--- src/rtl/johnson_phase_decoder.sv ---
// rtl/johnson_phase_decoder.sv - Johnson counter phase decoder with revolution count and fault monitor
// Decodes the 4-bit Johnson code into a one-hot/binary phase and escalates repeated bad samples to a sticky fault.
module johnson_phase_decoder #(
  parameter int REV_W     = 8,
  parameter int ERR_LIMIT = 2
) (
  input  logic             clk,
  input  logic             rst,
  input  logic             en,
  input  logic [3:0]       jc_q,
  output logic [7:0]       phase,
  output logic [2:0]       phase_idx,
  output logic             valid,
  output logic [REV_W-1:0] rev_count,
  output logic             rev_tick,
  output logic             fault,
  output logic             resync_req
);

  typedef enum logic [1:0] {ST_SYNC, ST_TRACK, ST_FAULT} state_t;

  localparam logic [3:0]       ERR_LIMIT_C = 4'(ERR_LIMIT);
  localparam logic [REV_W-1:0] REV_ONE     = {{(REV_W-1){1'b0}}, 1'b1};

  state_t             state_q, state_d;
  logic [7:0]         phase_q, phase_d;
  // phase_idx doubles as the last accepted index; the two always move together.
  logic [2:0]         idx_q, idx_d;
  logic               valid_q, valid_d;
  logic [REV_W-1:0]   rev_q, rev_d;
  logic               tick_q, tick_d;
  logic               fault_q, fault_d;
  logic               resync_q, resync_d;
  logic [3:0]         err_q, err_d;

  logic               legal;
  logic [2:0]         samp_idx;
  logic [2:0]         succ_idx;
  logic [3:0]         err_inc;

  always_comb begin
    legal    = 1'b1;
    samp_idx = 3'd0;
    case (jc_q)
      4'b0000: samp_idx = 3'd0;
      4'b0001: samp_idx = 3'd1;
      4'b0011: samp_idx = 3'd2;
      4'b0111: samp_idx = 3'd3;
      4'b1111: samp_idx = 3'd4;
      4'b1110: samp_idx = 3'd5;
      4'b1100: samp_idx = 3'd6;
      4'b1000: samp_idx = 3'd7;
      default: legal = 1'b0;
    endcase
  end

  assign succ_idx = idx_q + 3'd1;
  assign err_inc  = err_q + 4'd1;

  always_comb begin
    state_d  = state_q;
    phase_d  = phase_q;
    idx_d    = idx_q;
    valid_d  = valid_q;
    rev_d    = rev_q;
    tick_d   = 1'b0;
    fault_d  = fault_q;
    resync_d = 1'b0;
    err_d    = err_q;
    if (en) begin
      case (state_q)
        ST_SYNC: begin
          if (legal) begin
            state_d = ST_TRACK;
            valid_d = 1'b1;
            phase_d = 8'b1 << samp_idx;
            idx_d   = samp_idx;
            err_d   = 4'd0;
          end else begin
            valid_d = 1'b0;
          end
        end
        ST_TRACK: begin
          if (legal && samp_idx == succ_idx) begin
            valid_d = 1'b1;
            phase_d = 8'b1 << samp_idx;
            idx_d   = samp_idx;
            err_d   = 4'd0;
            if (idx_q == 3'd7) begin
              tick_d = 1'b1;
              rev_d  = rev_q + REV_ONE;
            end
          end else if (legal && samp_idx == idx_q) begin
            // stall: counter has not advanced, nothing to do
          end else begin
            valid_d = 1'b0;
            err_d   = err_inc;
            if (err_inc == ERR_LIMIT_C) begin
              state_d  = ST_FAULT;
              fault_d  = 1'b1;
              resync_d = 1'b1;
            end
          end
        end
        ST_FAULT: begin
          valid_d = 1'b0;
          if (jc_q == 4'b0000) begin
            state_d = ST_SYNC;
            fault_d = 1'b0;
            err_d   = 4'd0;
            valid_d = 1'b1;
            phase_d = 8'b0000_0001;
            idx_d   = 3'd0;
          end
        end
        default: state_d = ST_SYNC;
      endcase
    end
  end

  always_ff @(posedge clk) begin
    if (rst) begin
      state_q  <= ST_SYNC;
      phase_q  <= 8'd0;
      idx_q    <= 3'd0;
      valid_q  <= 1'b0;
      rev_q    <= '0;
      tick_q   <= 1'b0;
      fault_q  <= 1'b0;
      resync_q <= 1'b0;
      err_q    <= 4'd0;
    end else begin
      state_q  <= state_d;
      phase_q  <= phase_d;
      idx_q    <= idx_d;
      valid_q  <= valid_d;
      rev_q    <= rev_d;
      tick_q   <= tick_d;
      fault_q  <= fault_d;
      resync_q <= resync_d;
      err_q    <= err_d;
    end
  end

  assign phase      = phase_q;
  assign phase_idx  = idx_q;
  assign valid      = valid_q;
  assign rev_count  = rev_q;
  assign rev_tick   = tick_q;
  assign fault      = fault_q;
  assign resync_req = resync_q;

endmodule

--- config.mk ---
export PLATFORM = sky130hd
export DESIGN_NAME = johnson_phase_decoder
export DESIGN_NICKNAME = d
export VERILOG_FILES = /design/src/rtl/johnson_phase_decoder.sv
export SDC_FILE = /design/constraint.sdc
export NUM_CORES = 1
export LEC_CHECK = 0
export CORE_MARGIN = 2
export CORE_UTILIZATION = 61
export DETAILED_ROUTE_END_ITERATION = 8
export DONT_BUFFER_PORTS = 1
export PLACE_DENSITY = 0.77
export SKIP_CTS_REPAIR_TIMING = 1
export SYNTH_ARGS = -nofsm -noshare
export SYNTH_HDL_FRONTEND = slang
export SYNTH_SLANG_ARGS = --single-unit
export TNS_END_PERCENT = 5
--- constraint.sdc ---
create_clock -name clk -period 2.8 [get_ports clk]
set_input_delay 0.28 -clock clk [delete_from_list [all_inputs] [get_ports clk]]
set_output_delay 0.28 -clock clk [all_outputs]
set_load 0.01 [all_outputs]
==> impl_metrics.csv, run 1 <==
group,metric,value,unit
detailed_routing,drtPass1Iterations,4,
timing,fmax,403,MHz
cts,insertion_delay,0.32,ns
hold_path,min_path_type,"primary input to flip-flop",
setup_path,start_kind,"flip-flop",
setup_path,max_stage_delay,0.51,ns
floorplan,placeableCoreArea,2760,µm²
floorplan,num_rows,19,
status,status,"completed",
setup_path,path_class,"flip-flop to flip-flop",
layout,multi_input_area,1100,µm²
hold_path,worstHoldPathCells,1,
setup_path,slowest_stage,"dfxtp_1",
hold_path,whs_endpoint,"rev_count[7]",
power,power.density,447,nW/µm²
layout,regArea,581,µm²
yosys,synth_ff_type,"dfxtp_1",
yosys,yosys_warnings,0,
cts,clk_pin_slew,0.09,ns
yosys,synthCells,208,
layout,final_common_cell,"dfxtp_1",
yosys,synth_edf_count,0,
yosys,synth-seq-cells,29,
cts,tritoncts,"built",
cts,clockRootBuffer,"clkbuf_4",
setup_path,arrival,2.71,ns
global_route,first_global_vias,1403,
timing,finalSetupTns,0,ns
layout,layout.nets,222,
floorplan,die_h,58.0,µm
detailed_routing,remaining_drc_errors,0,
yosys,synth.avg_cell_area,8.57,µm²
timing,setup_viol,0,
timing,maxSlewHeadroom,66.9,%
power,vdd_ir_drop_max,0.000391,V
yosys,synth_async_sr_flop_share,0,%
global_route,grt_use_total,23.8,%
placed_design,gp_congestion,0.833,
setup_path,r2r_slack,0.32,ns
detailed_routing,avgRoutedWirePerCell,15.0,µm
timing,setup_ws,0.319,ns
cts,cts_buffers,5,
timing,period_share,88.6,%
timing,final_max_slew_viol_count,0,
setup_path,r2r_start,"phase_idx[0]",
global_route,antenna_found_initial,0,
setup_path,rr_worst_depth,8,
detailed_routing,drt_iter0_drc,79,
cts,cts_sinks,29,
layout,final_cell_mix,"dfxtp_1, nor2_1, nand2_1, mux2i_1, nand3_1",
setup_path,cp-end-kind,"flip-flop",
setup_path,crit_required,3.03,ns
timing,period_needed,2.48,ns
setup_path,reg2reg_to,"phase[0]",
layout,drive_gt1_share,7.21,%
yosys,synth.net_count,223,
floorplan,die-area,3370,µm²
floorplan,die_w,58.0,µm
detailed_routing,antenna_left,0,
timing,tightest_slew,0.493,ns
floorplan,pin_count,30,
yosys,netlist_area,1780,µm²
cts,cts_max_path_buffers,2,
placed_design,place_ws,0.345,ns
timing,fin_skew,0.00763,ns
layout,area_delta_synth_final,3.23,%
hold_path,hold_start,"rst",
setup_path,crit_path_cell_trace,"ha_1, or3_4, a211oi_4, o22a_1, o211a_1, buf_4, nor2_1, a311oi_1",
placed_design,hpwl,2540,µm
layout,nFillCells,228,
detailed_routing,viasPerCell,6.30,
detailed_routing,drt-total-wl,3580,µm
timing,hold_violations,0,
floorplan,start_util,64.6,%
flow_run,drv_cap,0,
global_route,grt_max_degree,33,
yosys,yosysUniqueCellTypes,54,
setup_path,cp_max_fo,12,
yosys,ys_seq_area_share,32.6,%
global_route,grt_first_pass_wirelength,6200,µm
detailed_routing,num_vias,1506,
layout,diodes,0,
cts,h-tree-depth,2,
timing,rsz0062_at_grt,"no",
power,p_leak,0.739,nW
global_route,grt_overflow,0,
placed_design,port_buffers,0,
## Yosys cell counts, types with 2 or more instances
| cell | number | area, µm² |
|---|---|---|
| a211oi_1 | 3 | 22.5 |
| a21boi_0 | 2 | 15.0 |
| a21oi_1 | 8 | 40.0 |
| a311o_1 | 2 | 20.0 |
| and2_1 | 2 | 12.5 |
| and3_1 | 3 | 18.8 |
| buf_2 | 2 | 10.0 |
| buf_4 | 4 | 30.0 |
| clkbuf_1 | 5 | 18.8 |
| dfxtp_1 | 29 | 581 |
| ha_1 | 8 | 100 |
| inv_1 | 8 | 30.0 |
| mux2i_1 | 13 | 130 |
| nand2_1 | 13 | 48.8 |
| nand2b_1 | 4 | 25.0 |
| nand3_1 | 9 | 45.0 |
| nor2_1 | 27 | 101 |
| nor2b_1 | 2 | 12.5 |
| nor3_1 | 7 | 35.0 |
| nor4_1 | 2 | 12.5 |
| nor4b_1 | 2 | 17.5 |
| o21a_1 | 2 | 15.0 |
| o21ai_0 | 8 | 40.0 |
| o22ai_1 | 3 | 18.8 |
| or3_1 | 7 | 43.8 |
| xor2_1 | 5 | 43.8 |
## kinds of logic after synthesis
kind of cell               share of synthesized area (%)
AOI/OAI and AO/OA                                   19.0
DFF                                                 32.6
muxes                                               7.30
xor gates and xnor gates                            2.95
adders and majority gates                           5.62
buffers and inverters                               5.62
and+or+nand+nor                                     26.9
## worst max-delay path by stage
stage	startpoint	endpoint	slack, ns	cells after the start
final	phase_idx[0]	phase[0]	0.32	8
after global routing	phase_idx[0]	phase_idx[1]	0.14	8
after CTS	phase_idx[0]	phase[0]	0.31	8
after detailed placement	phase_idx[0]	phase[0]	0.34	8
after global placement	phase_idx[0]	rev_count[7]	0.44	7
after floorplan	phase_idx[1]	phase[7]	0.51	8
## layout make-up
| cell class | count | share of cell area [%] |
|---|---|---|
| clock buffers | 6 | 2.24 |
| clock inverters | 2 | 0.544 |
| inverters | 8 | 1.63 |
| multi-input cells | 159 | 59.9 |
| flip-flops and latches | 29 | 31.6 |
| well taps | 31 | 2.11 |
| repair buffers | 4 | 2.04 |
## where the power goes
group | switching [W] | internal (W) | total, W
sequential | 0.0000165 | 0.000425 | 0.000441
combinational | 0.0000782 | 0.0000651 | 0.000143
clock | 0.000143 | 0.0000954 | 0.000238
total | 0.000237 | 0.000585 | 0.000823
## state kept, by name (all words and copies together), names as in the netlist, 2 cells and up
signal / flops
rev_count: 8
err_q: 4
phase: 8
state_q: 2
phase_idx: 3
## per-layer routing
| layer | up-vias | GRT usage [%] | routed length [µm] |
|---|---|---|---|
| li1 | 759 | - | - |
| met5 | - | 0 | 0 |
| met2 | 34 | 39.0 | 1770 |
| met1 | 708 | 27.6 | 1550 |
| met4 | 0 | 11.3 | 49 |
| met3 | 5 | 8.48 | 206 |
## metrics by stage
stage          instances  hold slack, ns  utilization [%]  power, W  instance area (µm²)
3_5_place_dp         228           0.356             63.7  0.000589                 1760
6_report             239          0.0220             66.7  0.000823                 1840
3_3_place_gp         228           0.352             63.7  0.000583                 1760
5_1_grt              239         0.00135             66.7  0.000871                 1840
2_1_floorplan        208           0.398                -  0.000586                 1780
4_1_cts              236        -0.00295             65.6  0.000830                 1810
## critical path, delay by kind of cell (launching register included)
| kind | cells | cell delay, ns |
|---|---|---|
| compound gates | 4 | 0.91 |
| fa+ha+maj | 1 | 0.33 |
| buf+inv | 1 | 0.22 |
| flops | 1 | 0.51 |
| simple gates | 2 | 0.41 |
(Power assumes the default switching activity.)
==> inputs of run 2 (changes only) <==
--- a/config.mk
+++ b/config.mk
@@ -6,10 +6,9 @@
 export NUM_CORES = 1
 export LEC_CHECK = 0
 export CORE_MARGIN = 2
-export CORE_UTILIZATION = 61
+export CORE_UTILIZATION = 53
 export DETAILED_ROUTE_END_ITERATION = 8
-export DONT_BUFFER_PORTS = 1
-export PLACE_DENSITY = 0.77
+export PLACE_DENSITY = 0.8
 export SKIP_CTS_REPAIR_TIMING = 1
 export SYNTH_ARGS = -nofsm -noshare
 export SYNTH_HDL_FRONTEND = slang
==> impl_metrics.csv, run 2 (synthesis results as in run 1) <==
group,metric,value,unit
status,status,"completed",
cts,cts_sinks,29,
power,sequentialPowerShare,49.7,%
layout,area_delta_synth_final,22.1,%
timing,finalSetupTns,0,ns
timing,maxSlewHeadroom,70.2,%
floorplan,pin_count,30,
power,p_clk_share,27.9,%
global_route,grt_use_total,20.9,%
layout,layout.nets,254,
timing,rsz0062_at_grt,"no",
floorplan,die_w,62.0,µm
setup_path,crit_start,"phase_idx[1]",
global_route,grt_max_degree,32,
setup_path,arrival,2.64,ns
timing,setup_viol,0,
cts,clk_pin_slew,0.09,ns
placed_design,port_buffers,29,
floorplan,placeableCoreArea,3280,µm²
layout,fin_cells,286,
setup_path,cp-end-kind,"flip-flop",
layout,fin_area,2180,µm²
global_route,first_global_vias,1355,
layout,final_cell_mix,"dfxtp_1, clkdlybuf4s50_1, nor2_1",
power,p_leak,0.860,nW
detailed_routing,antenna_left,0,
layout,diodes,0,
detailed_routing,drtPass1Iterations,4,
floorplan,die-area,3840,µm²
setup_path,crit_required,3.04,ns
setup_path,crit_end,"phase[0]",
floorplan,start_util,54.2,%
timing,tightest_slew,0.446,ns
power,p_total,0.000880,W
cts,cts_buffers,5,
setup_path,reg2reg_to,"phase[0]",
timing,period_needed,2.40,ns
setup_path,rr_worst_depth,8,
cts,tritoncts,"built",
flow_run,drv_cap,0,
timing,final_max_slew_viol_count,0,
power,p_int,0.000612,W
cts,clockRootBuffer,"clkbuf_4",
global_route,grt_overflow,0,
power,combPwrFrac,22.4,%
detailed_routing,drt-total-wl,3620,µm
cts,h-tree-depth,2,
detailed_routing,avgRoutedWirePerCell,12.7,µm
placed_design,hpwl,2630,µm
setup_path,path_class,"flip-flop to flip-flop",
floorplan,num_rows,21,
timing,period_share,85.8,%
floorplan,die_h,62.0,µm
setup_path,r2r_slack,0.40,ns
global_route,antenna_found_initial,0,
cts,insertion_delay,0.33,ns
power,netSwitchingFraction,30.4,%
detailed_routing,remaining_drc_errors,0,
hold_path,min_path_type,"flip-flop to flip-flop",
detailed_routing,num_vias,1570,
timing,fmax,416,MHz
detailed_routing,drt_iter0_drc,85,
timing,fin_skew,0.00768,ns
global_route,grt_first_pass_wirelength,5960,µm
layout,drive_gt1_share,8.75,%
setup_path,cp_max_fo,12,
placed_design,dpl-instance-area,2120,µm²
cts,cts_max_path_buffers,2,
placed_design,dpl.cell_count,278,
power,vdd_ir_drop_max,0.000245,V
detailed_routing,viasPerCell,5.49,
placed_design,gp_congestion,0.813,
power,switchingPower,0.000267,W
power,power.density,404,nW/µm²
setup_path,start_kind,"flip-flop",
timing,hold_violations,0,
setup_path,r2r_start,"phase_idx[1]",
[run 2: routing by layer]
layer	share of wire (%)	global-route usage, %	routed length [µm]	vias to the layer above
li1	-	-	-	814
met1	48	26.9	1740	711
met2	46	33.2	1660	38
met3	4.7	4.76	171	7
met4	1.3	10.0	46	0
met5	0	0	0	-
[run 2: stage by stage]
stage | setup slack, ns | hold slack, ns | util (%)
after floorplan | 0.511 | 0.398 | -
final | 0.397 | 0.461 | 66.2
after global routing | 0.254 | 0.507 | 66.2
after CTS | 0.389 | 0.466 | 66.2
after global placement | 0.217 | 0.446 | 64.7
after detailed placement | 0.184 | 0.452 | 64.7
[run 2: how the worst min path moves through the flow]
| stage | startpoint | endpoint | slack, ns | cells past startpoint |
|---|---|---|---|---|
| final | valid | valid | 0.46 | 2 |
| after global routing | valid | valid | 0.51 | 2 |
| after CTS | valid | valid | 0.47 | 2 |
| after detailed placement | valid | valid | 0.45 | 2 |
| after global placement | valid | valid | 0.45 | 2 |
| after floorplan | en | resync_req | 0.40 | 2 |
[run 2: power by group through the flow]
stage                     logic [W]  clock network, W  registers, W
after global placement     0.000194                 0      0.000446
after global routing       0.000216          0.000270      0.000440
final                      0.000197          0.000246      0.000437
after detailed placement   0.000196                 0      0.000446
after CTS                  0.000196          0.000254      0.000437
after floorplan            0.000138                 0      0.000448
[run 2: area by class of cell]
type | instances | area [µm²]
multi-input combinational | 159 | 1100
clock buffer | 6 | 41.3
clock inverter | 2 | 10.0
fill | 293 | 1110
sequential | 29 | 581
timing repair buffer | 36 | 355
inverter | 8 | 30.0
tap | 46 | 57.6
[run 2: critical path, cell delays in order, from the launching register on]
cell and delay [ns]:
dfxtp_1 0.45, ha_1 0.32, or3_4 0.36, a211oi_4 0.30, o22a_1 0.24, o211a_1 0.20
buf_12 0.15, nor2_1 0.05, a311oi_1 0.23
==> inputs of run 3 (changes only) <==
--- a/config.mk
+++ b/config.mk
@@ -10,6 +10,7 @@
 export DETAILED_ROUTE_END_ITERATION = 8
 export PLACE_DENSITY = 0.8
 export SKIP_CTS_REPAIR_TIMING = 1
+export SLEW_MARGIN = 40
 export SYNTH_ARGS = -nofsm -noshare
 export SYNTH_HDL_FRONTEND = slang
 export SYNTH_SLANG_ARGS = --single-unit
==> constraint.sdc (replaced) <==
create_clock -name clk -period 2.35 [get_ports clk]
set_input_delay 0.235 -clock clk [delete_from_list [all_inputs] [get_ports clk]]
set_output_delay 0.235 -clock clk [all_outputs]
set_load 0.01 [all_outputs]
==> impl_metrics.csv, run 3 (synthesis results as in run 1) <==
group,metric,value,unit
detailed_routing,avgRoutedWirePerCell,12.7,µm
timing,tightest_slew,0.377,ns
placed_design,gp_congestion,0.881,
global_route,antenna_found_initial,0,
power,sequentialPowerShare,42.8,%
global_route,first_global_vias,1414,
global_route,grt_use_total,21.7,%
timing,hold_violations,0,
layout,nFillCells,261,
setup_path,r2r_slack,0.12,ns
timing,fmax,448,MHz
layout,diodes,0,
timing,setup_viol,0,
timing,rsz0062_at_grt,"yes",
cts,insertion_delay,0.34,ns
setup_path,arrival,2.45,ns
global_route,grt_util_met3,4.35,%
cts,h-tree-depth,2,
power,p_total,0.00121,W
placed_design,port_buffers,29,
floorplan,start_util,54.2,%
setup_path,rr_worst_depth,8,
timing,final_max_slew_viol_count,0,
floorplan,placeableCoreArea,3280,µm²
placed_design,place_ws,-0.176,ns
floorplan,pin_count,30,
layout,area_delta_synth_final,32.5,%
timing,timing.hold.ws,0.463,ns
hold_path,worstHoldPathCells,2,
power,switchingPower,0.000321,W
global_route,grt_first_pass_wirelength,6090,µm
layout,final_core_util,71.9,%
cts,cts_max_path_buffers,2,
flow_run,drv_cap,0,
status,status,"completed",
floorplan,die_w,62.0,µm
setup_path,cp_max_fo,4,
global_route,met2_usage,38.5,%
placed_design,dpl.cell_count,297,
timing,maxSlewHeadroom,74.6,%
cts,clk_pin_slew,0.08,ns
cts,cts_buffers,5,
setup_path,path_class,"flip-flop to flip-flop",
global_route,use_met1,24.8,%
setup_path,crit_required,2.57,ns
detailed_routing,num_vias,1710,
detailed_routing,drt_iter0_drc,53,
cts,cts_sinks,29,
timing,period_share,95.0,%
power,vdd_ir_drop_max,0.000279,V
detailed_routing,drtPass1Iterations,5,
setup_path,reg2reg_to,"phase_idx[2]",
setup_path,r2r_start,"phase_idx[0]",
power,netSwitchingFraction,26.5,%
layout,final_cell_mix,"dfxtp_1, clkdlybuf4s50_1, nor2_1",
setup_path,cp-end-kind,"flip-flop",
timing,period_needed,2.23,ns
layout,drive_gt1_share,16.2,%
timing,fin_skew,0.0134,ns
detailed_routing,drt-total-wl,3870,µm
floorplan,num_rows,21,
power,p_leak,0.973,nW
global_route,grt_busiest_layer,"met2",
cts,tritoncts,"built",
detailed_routing,antenna_left,0,
hold_path,min_path_type,"flip-flop to flip-flop",
power,power.density,513,nW/µm²
global_route,grt_max_degree,32,
floorplan,die-area,3840,µm²
layout,layout.nets,274,
hold_path,hold_start,"valid",
power,combPwrFrac,22.0,%
global_route,grt_overflow,0,
floorplan,die_h,62.0,µm
cts,clockRootBuffer,"clkbuf_4",
detailed_routing,viasPerCell,5.59,
hold_path,whs_endpoint,"valid",
placed_design,hpwl,2880,µm
power,p_clk_share,35.3,%
timing,setup_ws,0.117,ns
setup_path,start_kind,"flip-flop",
power,p_int,0.000891,W
detailed_routing,remaining_drc_errors,0,
layout,fin_cells,306,
## run 3: cell count changes in the layout (fill, tap and decap cells not counted)
cell       before  now
and3_2          0    1
clkinv_2        2    0
bufinv_16       0    1
buf_4           6   26
clkbuf_8        0    1
and3_1          3    2
## run 3: how the worst max path moves through the flow
stage                   end    startpoint
2_1_floorplan      phase[7]  phase_idx[1]
3_3_place_gp       err_q[3]       jc_q[1]
3_5_place_dp       err_q[3]       jc_q[1]
4_1_cts            phase[0]  phase_idx[0]
5_1_grt        phase_idx[2]       jc_q[1]
6_report       phase_idx[2]  phase_idx[0]
## run 3: area by class of cell
| type | count | area, µm² | share of cell area [%] |
|---|---|---|---|
| clock inverters | 1 | 30.0 | 1.27 |
| repair buffers | 56 | 505 | 21.4 |
| flip-flops and latches | 29 | 581 | 24.6 |
| multi-input cells | 159 | 1100 | 46.7 |
| inverters | 8 | 30.0 | 1.27 |
| well taps | 46 | 57.6 | 2.44 |
| clock buffers | 7 | 55.1 | 2.33 |
## run 3: per-layer routing
layer	vias to the layer above	part of all wire, %
met4	0	1.5
met3	5	5.1
met2	46	50
met5	-	0
li1	856	-
met1	803	44
## run 3: per-stage QoR
stage,TNS [ns],cell area [µm²]
global placement,-1.26,2270
detailed placement,-2.36,2270
floorplan,0,1780
finish,0,2360
global route,-0.00415,2360
CTS,0,2350
## run 3: critical path, cell delays in order, from the launching register on
cell and delay [ns]:
dfxtp_1 0.32, ha_1 0.32, or3_4 0.35, a211oi_4 0.27
o22a_1 0.23, o211a_1 0.22, buf_4 0.17, mux2i_1 0.19
nor2_1 0.05
## run 3: power groups by stage
stage / clock network, W / logic, W / registers (W)
2_1_floorplan: 0 / 0.000165 / 0.000533
3_3_place_gp: 0 / 0.000258 / 0.000529
3_5_place_dp: 0 / 0.000262 / 0.000530
4_1_cts: 0.000436 / 0.000265 / 0.000519
5_1_grt: 0.000459 / 0.000288 / 0.000520
6_report: 0.000427 / 0.000266 / 0.000518
